`src/rtl/host_wb_loader_pkg.sv`:
```
// Shared types and helpers for the host-to-Wishbone program loader.
//   state_t         loader FSM states
//   WB_CTI_CLASSIC  cycle type for classic single cycles
//   WB_BTE_LINEAR   burst type (unused by classic cycles, driven to zero)
//   sel_from_count  byte-select mask for a word holding byte_cnt leading bytes
package host_wb_loader_pkg;

    typedef enum logic [2:0] {
        COLLECT,
        WRITE,
        WAIT_NEXT,
        DONE,
        ERROR
    } state_t;

    localparam logic [2:0] WB_CTI_CLASSIC = 3'b000;
    localparam logic [1:0] WB_BTE_LINEAR  = 2'b00;

    // Bytes are packed big-endian, so filled lanes start at the top of the word.
    function automatic logic [3:0] sel_from_count(input logic [2:0] byte_cnt);
        logic [3:0] sel;
        case (byte_cnt)
            3'd1:    sel = 4'b1000;
            3'd2:    sel = 4'b1100;
            3'd3:    sel = 4'b1110;
            3'd4:    sel = 4'b1111;
            default: sel = 4'b0000;
        endcase
        return sel;
    endfunction

endpackage

```
`src/rtl/host_byte_packer.sv`:
```
// Collects host bytes into a 32-bit big-endian word.
//   clk, rst_n  clock and asynchronous active-low reset
//   data        host byte
//   valid       host strobe; a rising edge accepts data while enable is high
//   enable      accept bytes (loader is collecting)
//   clear       empty the word buffer and byte count
//   word        buffer contents including any byte accepted this cycle
//   byte_cnt    byte count including any byte accepted this cycle (0..4)
//   word_full   byte_cnt has reached four
//   ack_data    one-cycle pulse in the cycle after each accepted byte
module host_byte_packer
    import host_wb_loader_pkg::*;
(
    input  logic        clk,
    input  logic        rst_n,
    input  logic [7:0]  data,
    input  logic        valid,
    input  logic        enable,
    input  logic        clear,
    output logic [31:0] word,
    output logic [2:0]  byte_cnt,
    output logic        word_full,
    output logic        ack_data
);

    logic        valid_prev;
    logic        accept;
    logic [31:0] buffer;
    logic [2:0]  count;

    // word/byte_cnt look through this cycle's acceptance so the loader can
    // launch the bus write on the same edge that takes the last byte.
    always_comb begin
        accept   = enable && valid && !valid_prev && (count != 3'd4);
        word     = buffer;
        byte_cnt = count;
        if (accept) begin
            unique case (count[1:0])
                2'd0: word[31:24] = data;
                2'd1: word[23:16] = data;
                2'd2: word[15:8]  = data;
                2'd3: word[7:0]   = data;
            endcase
            byte_cnt = count + 3'd1;
        end
        word_full = (byte_cnt == 3'd4);
    end

    // The edge detector samples valid in every state, so edges seen while
    // the loader is busy are consumed and never replayed.
    always_ff @(posedge clk or negedge rst_n) begin
        if (!rst_n) begin
            valid_prev <= 1'b0;
            ack_data   <= 1'b0;
            buffer     <= 32'h0;
            count      <= 3'd0;
        end else begin
            valid_prev <= valid;
            ack_data   <= accept;
            if (clear) begin
                buffer <= 32'h0;
                count  <= 3'd0;
            end else begin
                buffer <= word;
                count  <= byte_cnt;
            end
        end
    end

endmodule

```
`src/rtl/host_wb_loader.sv`:
```
// Wishbone B3 master that loads a host program image into memory, packing
// host bytes big-endian into words written from BASE_ADDR upward, and holds
// the CPU in reset until the image is complete.
//   wb_clk_i, wb_rst_n_i        clock, asynchronous active-low reset
//   data_i, valid_i             host byte and strobe (rising edge accepts)
//   done_i                      host has sent the last byte
//   next_i                      host releases the word acknowledge
//   ack_data_o                  pulse per accepted byte
//   ack_o                       word committed, held until next_i
//   cpu_rst_o                   CPU reset hold
//   err_o                       sticky bus error / timeout
//   word_cnt_o                  words written (wraps)
//   wb_*                        Wishbone master port, classic write cycles only
module host_wb_loader
    import host_wb_loader_pkg::*;
#(
    parameter logic [31:0] BASE_ADDR = 32'h0000_0000,
    parameter int unsigned TIMEOUT   = 255
) (
    input  logic        wb_clk_i,
    input  logic        wb_rst_n_i,
    input  logic [7:0]  data_i,
    input  logic        valid_i,
    input  logic        done_i,
    input  logic        next_i,
    output logic        ack_data_o,
    output logic        ack_o,
    output logic        cpu_rst_o,
    output logic        err_o,
    output logic [23:0] word_cnt_o,
    output logic [31:0] wb_adr_o,
    output logic [31:0] wb_dat_o,
    output logic [3:0]  wb_sel_o,
    output logic        wb_we_o,
    output logic        wb_cyc_o,
    output logic        wb_stb_o,
    output logic [2:0]  wb_cti_o,
    output logic [1:0]  wb_bte_o,
    input  logic [31:0] wb_dat_i,
    input  logic        wb_ack_i,
    input  logic        wb_err_i
);

    localparam logic [15:0] TMO_LAST = 16'(TIMEOUT - 1);

    state_t      state, state_next;
    logic [31:0] addr, addr_next;
    logic [15:0] tmo_cnt, tmo_next;
    logic        flush_pending, flush_next;
    logic        ack_next, err_next, cpu_rst_next, cyc_next;
    logic [23:0] word_cnt_next;
    logic [31:0] adr_next, dat_next;
    logic [3:0]  sel_next;

    logic [31:0] pack_word;
    logic [2:0]  pack_cnt;
    logic        pack_full;
    logic        pack_clear;

    // Write data is never read back.
    logic unused_dat;
    assign unused_dat = ^wb_dat_i;

    assign wb_cti_o = WB_CTI_CLASSIC;
    assign wb_bte_o = WB_BTE_LINEAR;

    host_byte_packer u_packer (
        .clk       (wb_clk_i),
        .rst_n     (wb_rst_n_i),
        .data      (data_i),
        .valid     (valid_i),
        .enable    (state == COLLECT),
        .clear     (pack_clear),
        .word      (pack_word),
        .byte_cnt  (pack_cnt),
        .word_full (pack_full),
        .ack_data  (ack_data_o)
    );

    always_ff @(posedge wb_clk_i or negedge wb_rst_n_i) begin
        if (!wb_rst_n_i) begin
            state         <= COLLECT;
            addr          <= BASE_ADDR;
            tmo_cnt       <= 16'h0;
            flush_pending <= 1'b0;
            ack_o         <= 1'b0;
            err_o         <= 1'b0;
            cpu_rst_o     <= 1'b1;
            word_cnt_o    <= 24'h0;
            wb_cyc_o      <= 1'b0;
            wb_stb_o      <= 1'b0;
            wb_we_o       <= 1'b0;
            wb_adr_o      <= 32'h0;
            wb_dat_o      <= 32'h0;
            wb_sel_o      <= 4'h0;
        end else begin
            state         <= state_next;
            addr          <= addr_next;
            tmo_cnt       <= tmo_next;
            flush_pending <= flush_next;
            ack_o         <= ack_next;
            err_o         <= err_next;
            cpu_rst_o     <= cpu_rst_next;
            word_cnt_o    <= word_cnt_next;
            wb_cyc_o      <= cyc_next;
            wb_stb_o      <= cyc_next;
            wb_we_o       <= cyc_next;
            wb_adr_o      <= adr_next;
            wb_dat_o      <= dat_next;
            wb_sel_o      <= sel_next;
        end
    end

    // Byte acceptance is folded in first, so done_i sees the updated count.
    always_comb begin
        state_next = state;
        case (state)
            COLLECT: begin
                if (pack_full || (done_i && pack_cnt != 3'd0)) begin
                    state_next = WRITE;
                end else if (done_i) begin
                    state_next = DONE;
                end
            end
            WRITE: begin
                if (wb_err_i) begin
                    state_next = ERROR;
                end else if (wb_ack_i) begin
                    state_next = WAIT_NEXT;
                end else if (tmo_cnt == TMO_LAST) begin
                    state_next = ERROR;
                end
            end
            WAIT_NEXT: begin
                if (next_i) begin
                    state_next = (flush_pending || done_i) ? DONE : COLLECT;
                end
            end
            default: state_next = state;
        endcase
    end

    // Next values for the registered outputs and datapath.
    always_comb begin
        addr_next     = addr;
        tmo_next      = tmo_cnt;
        flush_next    = flush_pending;
        ack_next      = ack_o;
        err_next      = err_o;
        word_cnt_next = word_cnt_o;
        cyc_next      = wb_cyc_o;
        adr_next      = wb_adr_o;
        dat_next      = wb_dat_o;
        sel_next      = wb_sel_o;
        pack_clear    = 1'b0;
        cpu_rst_next  = (state_next != DONE);
        case (state)
            COLLECT: begin
                if (state_next == WRITE) begin
                    cyc_next   = 1'b1;
                    adr_next   = addr;
                    dat_next   = pack_word;
                    sel_next   = sel_from_count(pack_cnt);
                    flush_next = done_i;
                    tmo_next   = 16'h0;
                end
            end
            WRITE: begin
                if (state_next == ERROR) begin
                    cyc_next = 1'b0;
                    adr_next = 32'h0;
                    dat_next = 32'h0;
                    sel_next = 4'h0;
                    err_next = 1'b1;
                end else if (state_next == WAIT_NEXT) begin
                    cyc_next      = 1'b0;
                    adr_next      = 32'h0;
                    dat_next      = 32'h0;
                    sel_next      = 4'h0;
                    addr_next     = addr + 32'd4;
                    word_cnt_next = word_cnt_o + 24'd1;
                    pack_clear    = 1'b1;
                    ack_next      = 1'b1;
                end else begin
                    tmo_next = tmo_cnt + 16'd1;
                end
            end
            WAIT_NEXT: begin
                if (next_i) begin
                    ack_next = 1'b0;
                end
            end
            default: ;
        endcase
    end

endmodule

```
`config.mk`:
```
export PLATFORM = sky130hd
export DESIGN_NAME = host_wb_loader
export DESIGN_NICKNAME = d
export VERILOG_FILES = /design/src/rtl/host_wb_loader_pkg.sv /design/src/rtl/host_byte_packer.sv /design/src/rtl/host_wb_loader.sv
export SDC_FILE = /design/constraint.sdc
export NUM_CORES = 1
export LEC_CHECK = 0
export CAP_MARGIN = 10
export CELL_PAD_IN_SITES_DETAIL_PLACEMENT = 0
export CELL_PAD_IN_SITES_GLOBAL_PLACEMENT = 2
export CORE_MARGIN = 8
export CORE_UTILIZATION = 34
export CTS_CLUSTER_SIZE = 24
export DETAILED_ROUTE_END_ITERATION = 12
export PLACE_DENSITY_LB_ADDON = 0.1
export SLEW_MARGIN = 20
export SYNTH_ARGS = -nofsm -noshare
export SYNTH_HDL_FRONTEND = slang
export SYNTH_SLANG_ARGS = --single-unit
```
`constraint.sdc`:
```
create_clock -name wb_clk_i -period 3.4 [get_ports wb_clk_i]
set_clock_uncertainty 0.05 [all_clocks]
set_input_delay 0.68 -clock wb_clk_i [delete_from_list [all_inputs] [get_ports wb_clk_i]]
set_output_delay 0.68 -clock wb_clk_i [all_outputs]
set_load 0.05 [all_outputs]
```
==> metrics.yaml <==
outcome: "finished clean"
die_h_um: 171.4
cap_violations: 0
layout.nets: 923
hold_slack_ns: 0.2381
cp_cell_sequence: "inv_1, ha_1, and2b_2, nand4_1, a31oi_4, nor4_2, o31a_2, or2_4, buf_4, o21ai_0"
critPathSlowestCell: "dfrtp_1"
yosysTopAreaCellShare_pct: 54.84
regArea_mm2: 0.004531
wl_per_cell_um: 18.15
grt_pass1_vias: 6267
dp_cells: 1173
io_buffers: 111
rows: 57
arrival_ns: 3.28
clkTransAtPathRegs_ns: 0.08
ys_ff_latch: 181
yosysWarningCount: 0
postCtsHoldBufs: 0
cp-end-kind: "register"
synth_largest_area_cell: "dfrtp_1"
pwr-share-clk_pct: 36.7
fill_cells: 2346
cts_setup_buffers: 0
slew_violations: 0
switchingPower_mw: 1.722
seq_power_share_pct: 45.4
synth_mux_area_share_pct: 4.555
post-route-drc-count: 0
combPwrFrac_pct: 17.9
cpPeakStageDelay_ns: 0.49
p_int_mw: 3.607
hold_violations: 0
final_cell_area_mm2: 0.01025
finalSetupViolCount: 0
antenna_cells: 0
start_util_pct: 34.17
rsz0062_at_grt: "no"
final_cell_count_no_fill: 1204
peakVddDrop_uv: 279.7
ctsResizeCount: 0
cts_sinks: 181
synth-compound-area-share_pct: 15.08
dp.final_hpwl_um: 14590
grt_pass1_wl_um: 35190
critPathBufInv: 2
synth_fa_ha_area_share_pct: 1.219
switching_share_pct: 32.31
cts-root-buf: "clkbuf_16"
clk_latency_ns: 0.43
yosys.area_share.simple_pct: 13.91
wirelength_um: 21850
syn_area_per_cell_um2: 10.75
ant_nets: 0
synth-xor-area-share_pct: 6.079
cts_tree: "done"
p_leak_nw: 4.640
worst_pin_slew_ns: 0.7913
synth.area.top_cells: "dfrtp_1, o21ai_0, o31ai_2"
max_freq_mhz: 334.9
cp_top_family: "compound AO/OA/AOI/OAI gates"
vias_per_cell: 5.115
clockBufferDepth: 2
multi_input_area_mm2: 0.003396
synth_ff_type: "dfrtp_1"
synthArstFlopShare_pct: 100.0
grt_antenna_before_repair: 0
hold_class: "primary input to asynchronous set/reset pin"
synth_area_mm2: 0.008213
fin_crit_ns: 2.986
final.period_utilization_pct: 87.82
cts_buffers: 17
syn2layout_area_growth_pct: 24.85
ys_seq_area_share_pct: 55.16
setup.worst_path.class: "register to register"
grt-ovfl-total: 0
synth_cell_types: 49
regToRegSetupSlack_ns: 0.41
dpl_cell_area_mm2: 0.009682
required_ns: 3.69
htreeDepth: 4
die-area_mm2: 0.02938
vias: 6159
core-area_mm2: 0.02403
grt_max_degree: 79
slew_headroom_pct: 47.25
io_pins: 151
startpoint_type: "register"
fin_setup_tns_ns: 0
final_layout_size_suffix_gt1_share_pct: 11.25
first_iter_violations: 259
track_usage_pct: 15.29
synth_top_family_by_area: "compound AO/OA/AOI/OAI gates"
drt_first_pass_iters: 4
die_w_um: 171.4
synth_edf_count: 0
p_total_mw: 5.329
power.density_mw_per_mm2: 519.7
finalWeightedCongestion: 0.7773
syn_inst: 764
path_max_fanout: 26
==> cell type report <==
| class | count | share of cell area, % |
|---|---|---|
| clock buffers | 18 | 4.283 |
| inverters | 12 | 0.4393 |
| repair buffers | 130 | 12.73 |
| well taps | 324 | 3.954 |
| flip-flops and latches | 181 | 44.19 |
| clock inverters | 13 | 1.293 |
| multi-input cells | 526 | 33.12 |
==> power groups by stage <==
stage / combinational [mW] / clock (mW) / sequential (mW)
after global routing: 1.02 / 2.10 / 2.45
after detailed placement: 0.961 / 0 / 2.46
after CTS: 0.963 / 2.01 / 2.42
after global placement: 0.954 / 0 / 2.46
final: 0.952 / 1.96 / 2.42
after floorplan: 0.335 / 0 / 2.73
==> cells in the final DEF, fill, tap and decap left out, types with 5 or more instances in the layout <==
cell type,netlist,layout
a21oi_1,8,8
and3_1,18,17
buf_4,11,15
clkbuf_16,0,17
clkdlybuf4s50_1,0,110
conb_1,1,7
dfrtp_1,180,180
ha_1,8,8
inv_1,11,11
inv_8,0,5
mux2i_1,34,34
nand2_1,68,68
nand3_1,30,29
nand4_1,21,21
nor2_1,64,63
nor3_1,5,5
o21ai_0,116,116
o31ai_1,17,17
o31ai_2,31,31
xnor2_1,44,44
xor2_1,13,13
==> cells in the mapped netlist (2+ instances only) <==
library cell    n
o21ai_0       116
and2_1          2
o41ai_1         2
xor2_1         13
nor3_1          5
buf_1           2
nor4_2          3
nand3_1        30
or4_1           2
mux2i_1        34
a21oi_1         8
o31ai_2        31
buf_6           5
and4_1          3
and3_1         18
nand2_1        68
dfrtp_1       180
buf_4          11
o22ai_1         2
nand2b_1        3
o31ai_1        17
nand4_1        21
buf_2           7
xnor2_1        44
a31oi_1         3
ha_1            8
inv_1          11
nand4b_1        2
nor2_1         64
nor2b_1         3
clkbuf_1       26
mux2_2          3
==> through the flow <==
step                setup WS (ns)  utilization (%)
floorplan                  0.7276                -
global placement           0.1216            40.28
detailed placement        0.05812            40.28
CTS                        0.3731            42.66
global route               0.2762            42.66
finish                     0.4141            42.66
==> flip-flops by register name, indices dropped and copies added (netlist names) <==
| name | flops |
|---|---|
| ack_o | 1 |
| flush_pending | 1 |
| wb_adr_o | 30 |
| cpu_rst_o | 1 |
| addr | 30 |
| tmo_cnt | 16 |
| u_packer.valid_prev | 1 |
| u_packer.count | 3 |
| wb_sel_o | 4 |
| word_cnt_o | 24 |
| state | 3 |
| wb_dat_o | 32 |
| u_packer.buffer | 32 |
| err_o | 1 |
| u_packer.ack_data | 1 |
| wb_stb_o | 1 |
==> path summary, 6_finish.rpt <==
| path | to | depth (start not counted) | startpoint |
|---|---|---|---|
| worst max-delay path | wb_adr_o[23] | 10 | u_packer.count[0] |
| max in group asynchronous | wb_sel_o[1] | 2 | wb_rst_n_i |
| worst min register to register | word_cnt_o[23] | 1 | word_cnt_o[23] |
| min in group wb_clk_i | word_cnt_o[23] | 1 | word_cnt_o[23] |
| worst max register to register | wb_adr_o[23] | 10 | u_packer.count[0] |
| worst min-delay path | word_cnt_o[22] | 1 | wb_rst_n_i |
==> layer usage <==
metal | GRT usage, % | wire, µm
met1 | 21.69 | 10770
met2 | 22.96 | 9719
met3 | 3.741 | 1149
met4 | 3.970 | 214
met5 | 0 | 0
==> kinds of logic (layout without fill, tap and decap cells) <==
group | Yosys count | count (layout)
buffers and inverters | 63 | 173
AO/OA/AOI/OAI | 184 | 184
multiplexers | 37 | 37
adder cells (fa/ha/maj) | 8 | 8
XOR/XNOR | 57 | 57
flip-flops | 181 | 181
other | 1 | 7
AND/OR/NAND/NOR | 233 | 233
No activity file was read; power rests on OpenSTA's default activity.
